`config.mk`:
```
export PLATFORM = sky130hd
export DESIGN_NAME = bit_error_counter
export DESIGN_NICKNAME = d
export VERILOG_FILES = /design/src/rtl/noise_tester_pkg.sv /design/src/rtl/sync_2ff.sv /design/src/rtl/bit_error_counter.sv
export SDC_FILE = /design/constraint.sdc
export NUM_CORES = 1
export LEC_CHECK = 0
export CORE_MARGIN = 2
export CORE_UTILIZATION = 49
export CTS_CLUSTER_SIZE = 28
export DETAILED_ROUTE_END_ITERATION = 12
export MAX_ROUTING_LAYER = met4
export PLACE_DENSITY_LB_ADDON = 0.3
export SYNTH_ARGS = -nofsm -noshare
export SYNTH_HDL_FRONTEND = slang
export SYNTH_SLANG_ARGS = --single-unit
```
`constraint.sdc`:
```
create_clock -name clk -period 2.2 [get_ports clk]
set_clock_uncertainty 0.2 [all_clocks]
set_input_delay 0.22 -clock clk [delete_from_list [all_inputs] [get_ports clk]]
set_output_delay 0.22 -clock clk [all_outputs]
set_load 0.005 [all_outputs]
```
`src/rtl/noise_tester_pkg.sv`:
```
// Shared definitions for the noise-tester blocks: FSM encoding and default widths.
package noise_tester_pkg;

   typedef enum logic [1:0] {
      ST_IDLE = 2'd0,
      ST_ARM  = 2'd1,
      ST_RUN  = 2'd2,
      ST_DONE = 2'd3
   } state_t;

   localparam int WIN_W_DEF = 16;
   localparam int ERR_W_DEF = 16;

   // Sampling-clock period in system clocks; used by benches to pace strobes.
   localparam int SAMPLE_PERIOD_CLK = 252;

endpackage

```
`src/rtl/sync_2ff.sv`:
```
// Single-bit two-flop synchronizer for asynchronous inputs into the clk domain.
module sync_2ff (
   input  logic clk,
   input  logic rst_n,
   input  logic d,
   output logic q
);

   logic meta;

   always_ff @(posedge clk or negedge rst_n) begin
      if (!rst_n) begin
         meta <= 1'b0;
         q    <= 1'b0;
      end else begin
         meta <= d;
         q    <= meta;
      end
   end

endmodule

```
`src/rtl/bit_error_counter.sv`:
```
// Counts sampled bits and XOR-detected bit errors over a programmable window,
// reporting the totals with a one-cycle done pulse.
module bit_error_counter
   import noise_tester_pkg::*;
#(
   parameter int WIN_W = WIN_W_DEF,
   parameter int ERR_W = ERR_W_DEF
) (
   input  logic             clk,
   input  logic             rst_n,
   input  logic             sample_clk,
   input  logic             xor_in,
   input  logic             start,
   input  logic [WIN_W-1:0] window_len,
   output logic             busy,
   output logic             done,
   output logic [WIN_W-1:0] bit_count,
   output logic [ERR_W-1:0] err_count,
   output logic             err_sat
);

   logic             xor_s;
   logic             sc_d;
   logic             strobe;
   state_t           state;
   logic [WIN_W-1:0] len_q;
   logic [WIN_W-1:0] bit_next;
   logic [ERR_W-1:0] err_next;

   function automatic logic [ERR_W-1:0] sat_inc(input logic [ERR_W-1:0] v);
      return (&v) ? v : v + ERR_W'(1);
   endfunction

   sync_2ff u_xor_sync (
      .clk   (clk),
      .rst_n (rst_n),
      .d     (xor_in),
      .q     (xor_s)
   );

   // sample_clk is generated in this clock domain, so one register suffices for edge detect.
   assign strobe   = sample_clk & ~sc_d;
   assign bit_next = bit_count + WIN_W'(1);
   assign err_next = sat_inc(err_count);

   always_ff @(posedge clk or negedge rst_n) begin
      if (!rst_n) begin
         sc_d      <= 1'b0;
         state     <= ST_IDLE;
         len_q     <= '0;
         busy      <= 1'b0;
         done      <= 1'b0;
         bit_count <= '0;
         err_count <= '0;
         err_sat   <= 1'b0;
      end else begin
         sc_d <= sample_clk;
         done <= 1'b0;
         case (state)
            ST_IDLE: begin
               if (start) begin
                  len_q     <= window_len;
                  bit_count <= '0;
                  err_count <= '0;
                  err_sat   <= 1'b0;
                  if (window_len == '0) begin
                     state <= ST_DONE;
                     done  <= 1'b1;
                  end else begin
                     state <= ST_ARM;
                     busy  <= 1'b1;
                  end
               end
            end
            // Strobes during the accept and ARM cycles are deliberately dropped.
            ST_ARM: begin
               state <= ST_RUN;
            end
            ST_RUN: begin
               if (strobe) begin
                  bit_count <= bit_next;
                  if (xor_s) begin
                     err_count <= err_next;
                     if (&err_next)
                        err_sat <= 1'b1;
                  end
                  if (bit_next == len_q) begin
                     state <= ST_DONE;
                     done  <= 1'b1;
                     busy  <= 1'b0;
                  end
               end
            end
            ST_DONE: begin
               state <= ST_IDLE;
            end
            default: begin
               state <= ST_IDLE;
               busy  <= 1'b0;
            end
         endcase
      end
   end

endmodule
```
==> results by group <==
Timing
  – Fin. Hold Viols: 0
  – RSZ-0062 raised after global routing: true
  – Tmin final: 2.18 ns
  – Max Slew Vio Count: 0
  – FMAX: 458 MHz
  – Measured slew at the worst slew-check pin: 0.530 ns
  – Final worst-path cycle share: 99.2%
  – Final-report setup violation count: 0
  – Setup tns final: 0 ns
  – Max_slew headroom: 64.7%

Floorplanning
  – Row count: 30
  – Initial Utilization: 51.4%
  – Total die area: 7900 µm²
  – Die width: 88.9 µm
  – Ports: 56
  – Core area: 6870 µm²
  – Die Ht: 88.9 µm

Outcome
  – Status: complete, no violations

Synth
  – Post-synthesis area per instance: 9.39 µm²
  – Cell variety after synth: 66
  – Mapped Area: 3530 µm²
  – Ys Warns: 0
  – Post-Syn Instances: 376
  – Primary FF master, synth: dfrtp_1
  – #FFs+latches synth: 56
  – Ys async rst share: 100%
  – Syn_nets: 401
  – Seq/Total Area, Yosys: 39.7%
  – Post-synth EDFFs: 0

Layout
  – Design Area, Final: 4890 µm²
  – Area delta synth->final: 38.4%
  – Number of non-filler instances in the completed layout: 588
  – Nets: 516
  – Fillers: 507
  – Proportion of layout cells with a drive suffix above 1: 27.8%
  – N_diodes: 0

Routing
  – Post-route DRC: 0
  – DRT antenna net count: 0
  – Via-to-Cell Ratio: 5.82
  – First-pass DRT Iterations: 4
  – Drt wl/cell: 16.8 µm
  – Total number of vias: 3,423
  – DRT iter0 DRCs: 236
  – Post-Route WL: 9860 µm

GRT
  – Remaining Overflow, GRT: 0
  – All-Layer GR Usage: 26.7%
  – Initial antenna violation count: 0
  – Pin count of the biggest net entering global routing: 36
  – Global-route wire length before repair: 15,900 µm
  – Vias in the first global route: 3,284

Clock tree
  – Total clock sinks: 56
  – Htree depth: 2
  – Clock Path Buffers: 2
  – Total CTS buffers: 5
  – CTS tree: done
  – Root Driver: clkbuf_8
  – Clock Latency Late Sink: 0.32 ns
  – Clock slew at reported path FFs: 0.11 ns

Placement
  – Final Wtd Congestion: 0.963
  – Post-DP Area: 4580 µm²
  – Number of port buffers: 55
  – Detailed placement HPWL: 7290 µm
  – Cells after DPL: 572

Flow run
  – Max-cap violation count: 0

Worst setup path
  – Worst reg2reg startpoint: bit_count[1]
  – Critical path class: flip-flop to flip-flop
  – Setup slack, reg-to-reg: 0.02 ns
  – Arrival time at the worst endpoint: 2.19 ns
  – R2R cell count: 7
  – Crit path capture type: flip-flop
  – Crit path required time: 2.21 ns
  – CP max FO: 4
  – Worst setup SP type: flip-flop
  – Reg-to-reg endpoint: busy

Power and ir drop
  – Clock power share: 15.7%
  – Internal power: 2.36 mW
  – NetSw: 1.41 mW
  – Share of power burned in registers: 37.2%
  – Comb power frac: 47.1%
  – Power per cell area: 770 nW/µm²
  – Worst VDD drop: 0.489 mV
  – Sw frac: 37.4%
  – Static Leakage: 2.03 nW
  – Total power: 3.77 mW

Min path
  – Min-delay src: xor_in
  – WHS Endpoint: u_xor_sync.meta
  – Hold path cells: 1
  – Worst min path class: input pin to flip-flop
==> power by group through the flow <==
| stage | sequential [mW] | clock (mW) | combinational [mW] |
|---|---|---|---|
| 2_1_floorplan | 1.39 | 0 | 1.01 |
| 3_3_place_gp | 1.40 | 0 | 1.58 |
| 3_5_place_dp | 1.41 | 0 | 1.62 |
| 4_1_cts | 1.39 | 0.601 | 1.65 |
| 5_1_grt | 1.43 | 0.641 | 1.94 |
| 6_report | 1.40 | 0.590 | 1.77 |
==> critical path: stages (launching register included) <==
cell and delay [ns]:
dfrtp_1 0.41, ha_1 0.31, xor2_1 0.15, nor2_1 0.13, o2111ai_2 0.16, nor4_4 0.34, nand4_4 0.17, a21bo_1 0.20
==> area by class of cell <==
type | instances | area [µm²] | area share (%)
multi-input cells | 292 | 2130 | 43.6
flip-flops and latches | 56 | 1410 | 28.8
repair buffers | 127 | 1110 | 22.7
well taps | 96 | 120 | 2.46
clock buffers | 5 | 68.8 | 1.41
inverters | 9 | 33.8 | 0.691
clock inverters | 3 | 21.3 | 0.435
==> worst max-delay path by stage <==
stage	slack, ns	start	to	cells past startpoint
global route	-0.09	bit_count[1]	state[0]	7
finish	0.02	bit_count[1]	busy	7
floorplan	0.04	bit_count[0]	busy	7
global placement	-0.04	window_len[3]	busy	7
CTS	0.01	bit_count[0]	busy	8
detailed placement	-0.14	window_len[3]	busy	7
==> cells by family (layout without fill, tap and decap cells) <==
family | Yosys count | after routing | share of synthesized area, %
DFF | 56 | 56 | 39.7
xor gates and xnor gates | 24 | 24 | 5.95
and+or+nand+nor | 140 | 140 | 23.9
buffers and inverters | 28 | 144 | 4.00
muxes | 20 | 20 | 6.23
AOI/OAI and AO/OA | 104 | 104 | 18.8
adders and majority gates | 4 | 4 | 1.42
==> state kept, by name, summed over array words and instances (netlist names) <==
| register | flops |
|---|---|
| bit_count | 16 |
| err_sat | 1 |
| busy | 1 |
| sc_d | 1 |
| u_xor_sync.meta | 1 |
| u_xor_sync.q | 1 |
| state | 2 |
| len_q | 16 |
| err_count | 16 |
| done | 1 |
==> cell usage after synthesis (3+ instances only) <==
cell | instances | area [µm²]
a211oi_1 | 3 | 22.5
nor2_1 | 18 | 67.6
nor4_1 | 6 | 37.5
nand2_1 | 40 | 150
nand4_1 | 9 | 56.3
xnor2_1 | 15 | 131
o41ai_1 | 3 | 26.3
o31ai_1 | 8 | 60.1
dfrtp_1 | 56 | 1400
nor4_4 | 3 | 63.8
and4_1 | 5 | 43.8
o21ai_0 | 41 | 205
inv_1 | 9 | 33.8
and2_1 | 3 | 18.8
a31oi_1 | 6 | 37.5
and3_1 | 5 | 31.3
o211ai_1 | 3 | 22.5
a21oi_1 | 15 | 75.1
mux2i_1 | 4 | 40.0
clkbuf_1 | 10 | 37.5
xor2_1 | 9 | 78.8
nor3_1 | 7 | 35.0
nand3_1 | 15 | 75.1
nand2b_1 | 6 | 37.5
o22ai_1 | 4 | 25.0
mux2_2 | 16 | 180
nor2b_1 | 3 | 18.8
buf_2 | 4 | 20.0
ha_1 | 4 | 50.1
buf_6 | 4 | 45.0
==> layer usage <==
metal | up-vias | track usage (%) | part of all wire, %
met5 | - | - | 0
met4 | 0 | 7.71 | 1.6
met3 | 15 | 3.14 | 6.5
met2 | 134 | 41.1 | 48
met1 | 1652 | 37.2 | 44
li1 | 1622 | - | -
==> cell usage in the layout, fill, tap and decap left out, drive strengths merged, types with 8 or more instances in the layout <==
| cell | Yosys | routed |
|---|---|---|
| a21oi | 15 | 15 |
| buf | 8 | 72 |
| clkdlybuf4s50 | 0 | 54 |
| dfrtp | 56 | 56 |
| inv | 9 | 10 |
| mux2 | 16 | 16 |
| nand2 | 41 | 41 |
| nand3 | 16 | 16 |
| nand4 | 12 | 12 |
| nor2 | 18 | 18 |
| nor3 | 9 | 9 |
| nor4 | 10 | 10 |
| o21ai | 42 | 42 |
| o31ai | 8 | 8 |
| xnor2 | 15 | 15 |
| xor2 | 9 | 9 |
==> what timing repair did <==
item                       4_1_cts  5_1_grt
hold endpoints to repair        21        0
hold buffers                     1        0
setup endpoints to repair       15       20
setup buffers                    0        7
pin swaps                        2       11
gates resized for setup          5       34
==> per-stage QoR <==
step	setup WS [ns]	utilization (%)	hold WS (ns)
detailed placement	-0.143	66.7	0.0281
CTS	0.0120	68.3	0.150
global placement	-0.0372	66.7	0.0218
global route	-0.0897	71.2	0.151
finish	0.0181	71.2	0.153
floorplan	0.0377	-	-0.276
(Power assumes the default switching activity.)
